===== config.mk =====
export PLATFORM = sky130hd
export DESIGN_NAME = core_mem_arbiter
export DESIGN_NICKNAME = d
export VERILOG_FILES = /design/src/rtl/core_mem_arbiter.sv
export SDC_FILE = /design/constraint.sdc
export NUM_CORES = 1
export LEC_CHECK = 0
export ABC_AREA = 1
export ABC_CLOCK_PERIOD_IN_PS = 3900
export CAP_MARGIN = 30
export CORE_MARGIN = 5
export CORE_UTILIZATION = 43
export DETAILED_ROUTE_END_ITERATION = 10
export HOLD_SLACK_MARGIN = 0.12
export PLACE_DENSITY = 0.85
export REMOVE_ABC_BUFFERS = 1
export SLEW_MARGIN = 15
export SYNTH_ARGS = -nofsm -noshare
export SYNTH_HDL_FRONTEND = slang
export SYNTH_SLANG_ARGS = --single-unit

===== constraint.sdc =====
create_clock -name clk -period 3.9 [get_ports clk]
set_input_delay 0.585 -clock clk [delete_from_list [all_inputs] [get_ports clk]]
set_output_delay 0.585 -clock clk [all_outputs]
set_load 0.005 [all_outputs]

===== src/rtl/core_mem_arbiter.sv =====
// Two-requester (L1I fetch / L1D load-store) arbiter in front of one memory port, one transaction in flight.
// Optional WAIT-state timeout abort enabled by defining CORE_ARB_TIMEOUT_EN.
module core_mem_arbiter #(
  parameter int         FIX_PRIO = 0,
  parameter logic [7:0] TMO_CYC  = 8'd255
) (
  input  logic        clk,
  input  logic        rst,
  input  logic        i_req_val,
  input  logic [31:0] i_req_addr,
  output logic        i_req_rdy,
  output logic        i_ack_val,
  output logic [31:0] i_ack_rdata,
  input  logic        d_req_val,
  input  logic [31:0] d_req_addr,
  input  logic [2:0]  d_req_cop,
  input  logic [2:0]  d_req_size,
  input  logic [31:0] d_req_wdata,
  output logic        d_req_rdy,
  output logic        d_ack_val,
  output logic [31:0] d_ack_rdata,
  output logic        m_req_val,
  output logic [31:0] m_req_addr,
  output logic [2:0]  m_req_cop,
  output logic [2:0]  m_req_size,
  output logic [31:0] m_req_wdata,
  output logic        m_req_id,
  input  logic        m_req_rdy,
  input  logic        m_ack_val,
  input  logic [31:0] m_ack_rdata,
  output logic        busy,
  output logic        err
);

  typedef enum logic [1:0] {IDLE, REQ, WAIT, RESP} state_t;

  state_t      state, state_nxt;
  logic        last_id;
  logic        id_q;
  logic [31:0] addr_q;
  logic [31:0] wdata_q;
  logic [2:0]  cop_q;
  logic [2:0]  size_q;
  logic [31:0] i_rdata_q;
  logic [31:0] d_rdata_q;
  logic        grant_d;
  logic        accept;
  logic        tmo_hit;
  logic        wait_done;

  // D wins a tie under fixed priority, or when I was served last.
  assign grant_d   = d_req_val & (~i_req_val | (FIX_PRIO != 0) | ~last_id);
  assign accept    = (state == IDLE) & (i_req_val | d_req_val);
  assign wait_done = (state == WAIT) & (m_ack_val | tmo_hit);

`ifdef CORE_ARB_TIMEOUT_EN
  logic [7:0] tmo_cnt;
  logic       tmo_q;

  assign tmo_hit = (state == WAIT) & ~m_ack_val & (tmo_cnt == TMO_CYC);
  assign err     = (state == RESP) & tmo_q;

  always_ff @(posedge clk) begin
    if (rst) begin
      tmo_cnt <= 8'd0;
      tmo_q   <= 1'b0;
    end else begin
      if (state == REQ && m_req_rdy) tmo_cnt <= 8'd0;
      else if (state == WAIT)        tmo_cnt <= tmo_cnt + 8'd1;
      if (wait_done)                 tmo_q   <= tmo_hit;
      else if (state == RESP)        tmo_q   <= 1'b0;
    end
  end
`else
  // The limit only matters when the timeout is built in.
  logic unused_tmo;
  assign unused_tmo = ^TMO_CYC;
  assign tmo_hit    = 1'b0;
  assign err        = 1'b0;
`endif

  always_ff @(posedge clk) begin
    if (rst) state <= IDLE;
    else     state <= state_nxt;
  end

  always_comb begin
    state_nxt = state;
    case (state)
      IDLE:    if (accept)    state_nxt = REQ;
      REQ:     if (m_req_rdy) state_nxt = WAIT;
      WAIT:    if (wait_done) state_nxt = RESP;
      RESP:                   state_nxt = IDLE;
      default:                state_nxt = IDLE;
    endcase
  end

  always_comb begin
    i_req_rdy = accept & ~grant_d;
    d_req_rdy = accept & grant_d;
    m_req_val = (state == REQ);
    i_ack_val = (state == RESP) & ~id_q;
    d_ack_val = (state == RESP) & id_q;
    busy      = (state != IDLE);
  end

  assign m_req_addr  = addr_q;
  assign m_req_cop   = cop_q;
  assign m_req_size  = size_q;
  assign m_req_wdata = wdata_q;
  assign m_req_id    = id_q;
  assign i_ack_rdata = i_rdata_q;
  assign d_ack_rdata = d_rdata_q;

  // Request latch; I side is always a word read with no write data.
  always_ff @(posedge clk) begin
    if (rst) begin
      last_id   <= 1'b0;
      id_q      <= 1'b0;
      addr_q    <= 32'd0;
      wdata_q   <= 32'd0;
      cop_q     <= 3'd0;
      size_q    <= 3'd0;
      i_rdata_q <= 32'd0;
      d_rdata_q <= 32'd0;
    end else begin
      if (accept) begin
        id_q    <= grant_d;
        last_id <= grant_d;
        addr_q  <= grant_d ? d_req_addr  : i_req_addr;
        cop_q   <= grant_d ? d_req_cop   : 3'd0;
        size_q  <= grant_d ? d_req_size  : 3'd2;
        wdata_q <= grant_d ? d_req_wdata : 32'd0;
      end
      // Response data lands in the owner's register so the other side keeps its last value.
      if (wait_done) begin
        if (id_q) d_rdata_q <= m_ack_val ? m_ack_rdata : 32'd0;
        else      i_rdata_q <= m_ack_val ? m_ack_rdata : 32'd0;
      end
    end
  end

endmodule

==> metrics <==
run status finished, final reports clean; CP Capture Type primary output; Worst Hold Class reg2reg; Vert. Die Dim 122 um; largest net degree at the start of global routing between 70 and 80; io pins about 280; period utilisation layout 0.799; Setup CP Type in2out; post-synth top area share 0.511; Post-CTS Repair Setup Buffers 0; Lkg Pwr 3.44 nW; r2r worst-path depth 7; Final Hold Viols 0; number of synthesis warnings 0; Via density 4.87; CTS-repair resized insts 0; Clock Skews 9.37 ps; hold buffers post-CTS 0; Critical Path Start Type primary input; Top FF cell, synth dfxtp_1; hold depth 2; average size of a mapped cell 7.34 sq um; Core Footprint around 0.012 sq mm; CP required between 3000 and 4000 ps; Setup WS post-layout 782 ps; share of cells above drive strength 1 0.0481; Max H-tree Level 4; Root Buffer clkbuf_16; aggregate negative setup slack 0 ps; Area Overhead vs Synth 62.8%; pwr dens 546 mW/mm^2; worst-margin pin slew between 900 and 1000 ps; CTS tree yes; cell taking the most area after synthesis dfxtp_1; asr flop ratio synth 0; initial antenna violation count 0; pre-CTS WS 686 ps; vias post-DR ~5.7k; count of cell types in the netlist 22; Die Wd 122 um; most common cell in the netlist nand2_1; crit path time final 3120 ps; R2R Setup Slk 1520 ps; RSZ-0062 raised after global routing no; Site Rows 40; post-DP HPWL 13,000 um; first-pass GRT wire length roughly 28,000 um; filler cell count in the final layout 941; Peak VDD IR between 0.2 and 0.3 mV; initial drt markers between 300 and 400; CTS Buffer Depth 2; final wirelength around 18,000 um; GP Congestion about 0.81; Antenna Nets Post-Route 0; FF-to-FF End m_req_size[1]; worst relative slew slack 0.390; cts bufs inserted 17; reg2reg start state[0]; Critical Path AT 2530 ps; WL per Instance 15.7 um; Reg clk slew, reported paths 50 ps; Tot GR Track Use 0.239; DR pass1 iterations 5; grt ovf 0; fmax 321 MHz; Crit Path Max Fanout 19; hold path endpoint d_ack_rdata[21]; clock latency on the worst-skew pair 410 ps; EDFF count, synth 0; port bufs 280; Initial Util 0.443; Area contributors post-synth dfxtp_1 51%, nand2_1 15%, a21oi_1 9.5%; ant diodes 0; Synth Instances 731; sequential share of the synthesized area 0.511; Final setup viols 0; Post-Syn Area ~0.0054 sq mm; HP Start d_ack_rdata[21]; Nets 1,129; max cap viols 0; flops & latches, synth approximately 140; DRC Markers 0; Slew Limit Fails 0; Die ar. about 0.015 sq mm; Clock Sinks about 140; vias in the first global route 5,410; Post-synth top cells 211 x nand2_1, 137 x dfxtp_1, 102 x a21oi_1, 73 x nor2_1, 63 x o21ai_0
[critical path: stages]
cell             delay (ps)
clkdlybuf4s50_1         800
nand2_4                 410
inv_1                    70
nor2_1                  140
clkdlybuf4s50_1         530
[worst max-delay path by stage]
stage / start / end / slack, ps / cells past startpoint
2_1_floorplan: i_req_val / m_req_size[1] / 1610 / 4
3_5_place_dp: d_req_val / m_req_size[1] / 690 / 6
4_1_cts: d_req_val / i_req_rdy / 770 / 5
6_report: d_req_val / i_req_rdy / 780 / 5
5_1_grt: d_req_val / i_req_rdy / 590 / 5
3_3_place_gp: d_req_val / m_req_size[1] / 720 / 6
[metrics by stage]
stage / power, mW / instances / hold WS [ps] / instance area (sq um) / util
final: 4.77 / 1165 / 441 / 8740 / 0.721
after global routing: 5.04 / 1165 / 459 / 8740 / 0.721
after global placement: 3.28 / 1133 / 431 / 8170 / 0.674
after detailed placement: 3.31 / 1134 / 436 / 8180 / 0.676
after floorplan: 2.38 / 678 / 442 / 5110 / -
after CTS: 4.81 / 1165 / 444 / 8740 / 0.721
[layout by cell type, fill, tap and decap left out]
cell type / netlist / final
nand3_2: 1 / 1
o21ai_0: 63 / 63
nand4_1: 1 / 1
a21oi_1: 102 / 102
o21ai_1: 2 / 2
clkinvlp_4: 0 / 3
buf_2: 18 / 1
o21ai_4: 1 / 1
conb_1: 1 / 1
clkinv_4: 0 / 6
nor2_2: 1 / 1
dfxtp_1: 137 / 137
nor2_1: 73 / 73
inv_1: 42 / 42
bufinv_16: 0 / 1
clkinv_2: 0 / 3
nand2_4: 2 / 2
nand2_1: 211 / 211
buf_8: 0 / 1
ha_1: 4 / 4
nand3_1: 33 / 33
buf_4: 6 / 7
inv_2: 2 / 2
clkdlybuf4s50_1: 0 / 279
a31oi_1: 1 / 1
inv_6: 0 / 1
nor2_4: 1 / 1
clkbuf_16: 0 / 17
[routing by layer]
layer / part of all wire / vias up / GRT usage
li1: - / 2839 / -
met1: 0.38 / 2560 / 0.264
met2: 0.48 / 244 / 0.404
met3: 0.12 / 25 / 0.113
met4: 0.018 / 0 / 0.0798
met5: 0 / - / 0
[cells by family (layout without fill, tap and decap cells)]
group	after synthesis	in the layout	synth area share
AOI/OAI and AO/OA	169	169	0.160
adders and majority gates	4	4	0.00933
buffers and inverters	97	363	0.0790
DFF	137	137	0.511
other	1	1	0.000699
and+or+nand+nor	323	323	0.240
[power by group]
group | total (mW) | internal (mW) | switching [mW] | leakage [nW]
clock | 1.49 | 0.875 | 0.612 | 0.265
combinational | 1.50 | 0.765 | 0.733 | 2.06
sequential | 1.79 | 1.65 | 0.136 | 1.12
total | 4.77 | 3.29 | 1.48 | 3.44
[state kept, by name (all words and copies together), names as in the netlist]
| signal | cells |
|---|---|
| d_ack_rdata | 32 |
| i_ack_rdata | 32 |
| m_req_addr | 32 |
| m_req_cop | 3 |
| m_req_id | 1 |
| m_req_size | 3 |
| m_req_wdata | 32 |
| state | 2 |
[area by class of cell]
cell class / count / area (sq um) / area share
Timing Repair Buffer: 288 / 2870 / 0.328
Sequential cell: 137 / 2740 / 0.314
Multi-Input combinational cell: 497 / 2200 / 0.252
Clock buffer: 17 / 425 / 0.0487
Tap cell: 168 / 210 / 0.0241
Inverter: 44 / 165 / 0.0189
Clock inverter: 14 / 129 / 0.0148
No activity file was read; power rests on OpenSTA's default activity.
